`src/rtl/set_array_ctrl.sv`:
```
// set_array_ctrl: arbitration and sequencing front-end for the cache set array SRAM.
// Requester 0 (pipeline) and requester 1 (refill/maintenance) share the single SRAM
// port with round-robin arbitration on ties. Read data is registered one cycle after grant.
// Optional feature macro: SET_ARRAY_CTRL_INIT_SWEEP_EN -- when defined, the whole array
// is written to zero after every reset before any request is accepted.
module set_array_ctrl #(
    parameter int CACHE_ADDR_WIDTH = 9,
    parameter int SET_SIZE         = 111
) (
    input  logic                        clk,
    input  logic                        rst_n,
    input  logic                        r0_req,
    input  logic                        r0_we,
    input  logic [CACHE_ADDR_WIDTH-1:0] r0_addr,
    input  logic [SET_SIZE-1:0]         r0_wd,
    output logic                        r0_gnt,
    output logic                        r0_rvalid,
    input  logic                        r1_req,
    input  logic                        r1_we,
    input  logic [CACHE_ADDR_WIDTH-1:0] r1_addr,
    input  logic [SET_SIZE-1:0]         r1_wd,
    output logic                        r1_gnt,
    output logic                        r1_rvalid,
    output logic [SET_SIZE-1:0]         rdata,
    output logic                        init_done,
    output logic [CACHE_ADDR_WIDTH-1:0] sram_addr,
    output logic [SET_SIZE-1:0]         sram_wd,
    output logic                        sram_we,
    output logic                        sram_re,
    input  logic [SET_SIZE-1:0]         sram_rd
);

`ifdef SET_ARRAY_CTRL_INIT_SWEEP_EN
    typedef enum logic [1:0] {
        BOOT  = 2'd0,
        SWEEP = 2'd1,
        RUN   = 2'd2
    } state_t;
`else
    typedef enum logic [1:0] {
        BOOT  = 2'd0,
        RUN   = 2'd2
    } state_t;
`endif

    state_t state;
    logic   last_winner;
    logic   in_run;

`ifdef SET_ARRAY_CTRL_INIT_SWEEP_EN
    logic [CACHE_ADDR_WIDTH-1:0] sweep_idx;
`endif

    assign in_run = (state == RUN);

    // A lone requester always wins; on a tie the requester that did not win last time goes.
    assign r0_gnt = in_run & r0_req & (~r1_req | last_winner);
    assign r1_gnt = in_run & r1_req & (~r0_req | ~last_winner);

    // SRAM pins follow the granted requester, or the sweep counter while clearing the array.
    always_comb begin
        sram_addr = '0;
        sram_wd   = '0;
        sram_we   = 1'b0;
        sram_re   = 1'b0;
        if (r0_gnt) begin
            sram_addr = r0_addr;
            sram_wd   = r0_we ? r0_wd : '0;
            sram_we   = r0_we;
            sram_re   = ~r0_we;
        end else if (r1_gnt) begin
            sram_addr = r1_addr;
            sram_wd   = r1_we ? r1_wd : '0;
            sram_we   = r1_we;
            sram_re   = ~r1_we;
`ifdef SET_ARRAY_CTRL_INIT_SWEEP_EN
        end else if (state == SWEEP) begin
            sram_addr = sweep_idx;
            sram_we   = 1'b1;
`endif
        end
    end

    // Sequencer: leave BOOT after reset, optionally clear the array, then arbitrate in RUN.
    always_ff @(posedge clk or negedge rst_n) begin
        if (!rst_n) begin
            state       <= BOOT;
            init_done   <= 1'b0;
            last_winner <= 1'b1;
`ifdef SET_ARRAY_CTRL_INIT_SWEEP_EN
            sweep_idx   <= '0;
`endif
        end else begin
            case (state)
                BOOT: begin
`ifdef SET_ARRAY_CTRL_INIT_SWEEP_EN
                    state     <= SWEEP;
                    sweep_idx <= '0;
`else
                    state     <= RUN;
                    init_done <= 1'b1;
`endif
                end
`ifdef SET_ARRAY_CTRL_INIT_SWEEP_EN
                SWEEP: begin
                    sweep_idx <= sweep_idx + 1'b1;
                    if (sweep_idx == {CACHE_ADDR_WIDTH{1'b1}}) begin
                        state     <= RUN;
                        init_done <= 1'b1;
                    end
                end
`endif
                RUN: begin
                    if (r0_gnt) begin
                        last_winner <= 1'b0;
                    end else if (r1_gnt) begin
                        last_winner <= 1'b1;
                    end
                end
                default: begin
                    state     <= BOOT;
                    init_done <= 1'b0;
                end
            endcase
        end
    end

    // Capture read data at the grant edge and pulse the owner's rvalid for one cycle.
    always_ff @(posedge clk or negedge rst_n) begin
        if (!rst_n) begin
            r0_rvalid <= 1'b0;
            r1_rvalid <= 1'b0;
            rdata     <= '0;
        end else begin
            r0_rvalid <= r0_gnt & ~r0_we;
            r1_rvalid <= r1_gnt & ~r1_we;
            if ((r0_gnt & ~r0_we) | (r1_gnt & ~r1_we)) begin
                rdata <= sram_rd;
            end
        end
    end

endmodule

```
`config.mk`:
```
export PLATFORM = sky130hd
export DESIGN_NAME = set_array_ctrl
export DESIGN_NICKNAME = d
export VERILOG_FILES = /design/src/rtl/set_array_ctrl.sv
export SDC_FILE = /design/constraint.sdc
export NUM_CORES = 1
export LEC_CHECK = 0
export BUFFER_PORTS_ARGS = -buffer_cell sky130_fd_sc_hd__buf_4
export CORE_AREA = 2 2 230 232
export CTS_CLUSTER_DIAMETER = 30
export DETAILED_ROUTE_END_ITERATION = 8
export DIE_AREA = 0 0 232 234
export SLEW_MARGIN = 0
export SYNTH_ARGS = -nofsm -noshare
export SYNTH_HDL_FRONTEND = slang
export SYNTH_SLANG_ARGS = --single-unit
```
`constraint.sdc`:
```
create_clock -name clk -period 1.8 [get_ports clk]
set_input_delay 0.27 -clock clk [delete_from_list [all_inputs] [get_ports clk]]
set_output_delay 0.27 -clock clk [all_outputs]
set_load 0.01 [all_outputs]
```
==> flow_summary.toml <==
[die]
rows = 84
initial_core_util_pct = 11.25
coreArea_um2 = 52020
fp.dieW_um = 232
dieArea_um2 = 54290
die_h_um = 234
ios = 595

[setup_path]
reg2reg_from = "last_winner"
crit_arrival_ns = 2.09
end_kind = "primary output"
required_ns = 1.53
worst-setup-path-type = "reg -> out"
crit_chain = "and2_4, nor2_4, and2_4, buf_6, clkbuf_16, a22o_1, buf_4"
r2r_slack_ns = -0.38
crit_path_frequent_cell = "and2_4"
critical_path.max_stage_delay_ns = 0.57
reg2regPathDepth = 10
worst_setup_path_start_kind = "register"
timing.rr.end = "rdata[90]"
crit_fanout = 5
slowest_stage = "dfstp_2"

[final_layout]
final_util_pct = 25.90
drive_above_1_share_pct = 78.60
postLayoutCellArea_um2 = 13470
fillers = 5413
final_nets = 1419
syn_to_final_growth_pct = 130.3

[timing]
skew_ns = 0.009606
hold_slack_ns = 0.04386
finalCritPeriodShare_pct = 131.3
rsz0062_at_grt = "yes"
finalSetupViolCount = 235
setup_ws_ns = -0.5629
timing.final.crit_period_ns = 2.363
timing.fmax_mhz = 423.2
slew_violations = 0
finalHoldViolCount = 0

[pwr]
powerDensity_nw_per_um2 = 867.5
p_leak_nw = 6.895
vdd_drop_max_mv = 0.7640

[clock_network]
clockBufferDepth = 2
htreeDepth = 4
cts-root-buf = "clkbuf_16"
cts_made_buffers = 17
clk_latency_ns = 0.45
cts_tree = "yes"
cts.clk_slew.worst_paths_ns = 0.06
cts_sinks = 115

[route]
drt_iter0_drc = 157
wl_per_cell_um = 20.65
viasPerCell = 3.664
drc = 0
dr_total_vias = 6470
ant_nets = 0
wl_um = 36460
first_pass_iters = 4

[yosys]
seq_area_frac_synth_pct = 49.20
ys.warnings.count = 0
ys_types = 20
yosysMostFrequentCell = "a22o_1"
netlist_area_um2 = 5852
synthTopCellsByArea = "dfrtp_1 (49%), mux2_4 (20%), a22o_1 (18%), mux2_2 (6.2%), buf_2 (1.8%)"
synth-seq-cells = 115
synth_ff_type = "dfrtp_1"
yosys.area.top_type = "dfrtp_1"
synth_cells = 405
yosys.area.top_type_share_pct = 48.75
ys_top_cells_by_count = "a22o_1 (120), dfrtp_1 (114), mux2_4 (79)"
synth_edf_count = 0
async_reset_ff_share_pct = 100.0
syn_area_per_cell_um2 = 14.45
syn_nets = 762

[worst_hold_path]
min_path_cells = 2
hold_end = "rdata[89]"
hp-class = "in -> reg"
hold_path.startpoint = "sram_rd[89]"

[grt]
grt_start_max_net_pins = 55
grt.total_usage_pct = 12.42
grt_overflow = 0
antenna_found_initial = 6
grt_pass1_vias = 6689
grt_pass1_wl_um = 47020

[placed_design]
post-dp-hpwl_um = 27560
dp_slack_ns = -0.1578
gp_congestion = 0.7554
dpl_cell_area_um2 = 11290
portBuffers = 594

[run_status]
status = "complete, but fails checks"
failed_checks = "negative setup slack"

[job]
drv_cap = 0
[kinds of logic (layout without fill, tap and decap cells)]
logic type,count (synthesis),after routing,synth area share [%]
flops,115,115,49.20
other cells,1,4,0.06408
compound gates,122,122,18.32
buf+inv,42,712,4.747
simple gates,14,14,1.240
mux,111,111,26.43
[registers in the layout, indices dropped and copies added (netlist names)]
| register | count |
|---|---|
| r1_rvalid | 1 |
| rdata | 111 |
| r0_rvalid | 1 |
| init_done | 1 |
| last_winner | 1 |
[worst max path at each step]
stage	startpoint	endpoint	slack, ns	cells past startpoint
6_report	last_winner	sram_wd[79]	-0.56	7
5_1_grt	last_winner	sram_wd[38]	-0.62	7
4_1_cts	last_winner	sram_wd[37]	-0.57	8
3_5_place_dp	last_winner	sram_wd[35]	-0.16	7
3_3_place_gp	last_winner	sram_wd[35]	-0.11	7
2_1_floorplan	last_winner	sram_wd[50]	0.02	7
[metrics by stage]
stage	total power, W	std cells	setup TNS [ns]
after floorplan	0.005128	405	0
after global placement	0.007418	1687	-8.320
after detailed placement	0.007466	1687	-15.72
after CTS	0.01180	1759	-80.68
after global routing	0.01222	1766	-96.23
final	0.01169	1766	-81.54
[cells in the final DEF, fill, tap and decap left out, types with 2 or more instances in the layout]
cell type / Yosys / routed
clkinvlp_4: 0 / 2
inv_1: 2 / 2
a22o_1: 120 / 101
dfrtp_1: 114 / 114
buf_12: 0 / 23
nor3_1: 2 / 2
nand2_1: 4 / 3
a22o_4: 0 / 19
mux2_2: 32 / 4
buf_4: 7 / 523
clkinv_4: 0 / 3
bufinv_16: 0 / 4
clkbuf_16: 0 / 22
buf_6: 9 / 111
dlygate4sd3_1: 0 / 4
buf_16: 0 / 7
diode_2: 0 / 3
inv_6: 0 / 4
buf_8: 0 / 5
mux2_4: 79 / 107
and2_4: 0 / 3
[worst max-delay path, delay by kind of cell, from the launching register on]
| kind | cells | cell delay [ns] |
|---|---|---|
| AO/OA/AOI/OAI | 1 | 0.20 |
| buffers and inverters | 3 | 0.47 |
| flip-flops | 1 | 0.57 |
| AND/OR/NAND/NOR | 3 | 0.39 |
[routing by layer]
metal  part of all wire [%]  track usage (%)  vias to the layer above
li1                       -                -                     2879
met1                     36            13.05                     3153
met2                     52            21.39                      377
met3                    7.9            4.487                       55
met4                    4.4            7.352                        6
met5                   0.11                0                        -
[cell type report]
| class | count | area [um2] | share of cell area, % |
|---|---|---|---|
| Timing Repair Buffer | 678 | 6070 | 45.05 |
| Multi-Input combinational cell | 248 | 3010 | 22.34 |
| Sequential cell | 115 | 2879 | 21.37 |
| Tap cell | 688 | 860.8 | 6.389 |
| Clock buffer | 19 | 442.9 | 3.287 |
| Clock inverter | 13 | 196.4 | 1.458 |
| Inverter | 2 | 7.507 | 0.05572 |
| Antenna cell | 3 | 7.507 | 0.05572 |
[power breakdown]
part	internal [W]	switching, W
Combinational	0.00274	0.00159
Sequential	0.00322	0.000417
Clock	0.00237	0.00135
[repair_timing]
| item | 4_1_cts | 5_1_grt |
|---|---|---|
| pin swaps | 15 | 12 |
| hold endpoints to repair | 89 | 0 |
| cloned | 12 | 6 |
| buffers inserted | 25 | 14 |
| hold buffers | 4 | 0 |
| resized for setup | 182 | 60 |
| endpoints found under the setup margin | 232 | 235 |
(Power assumes the default switching activity.)
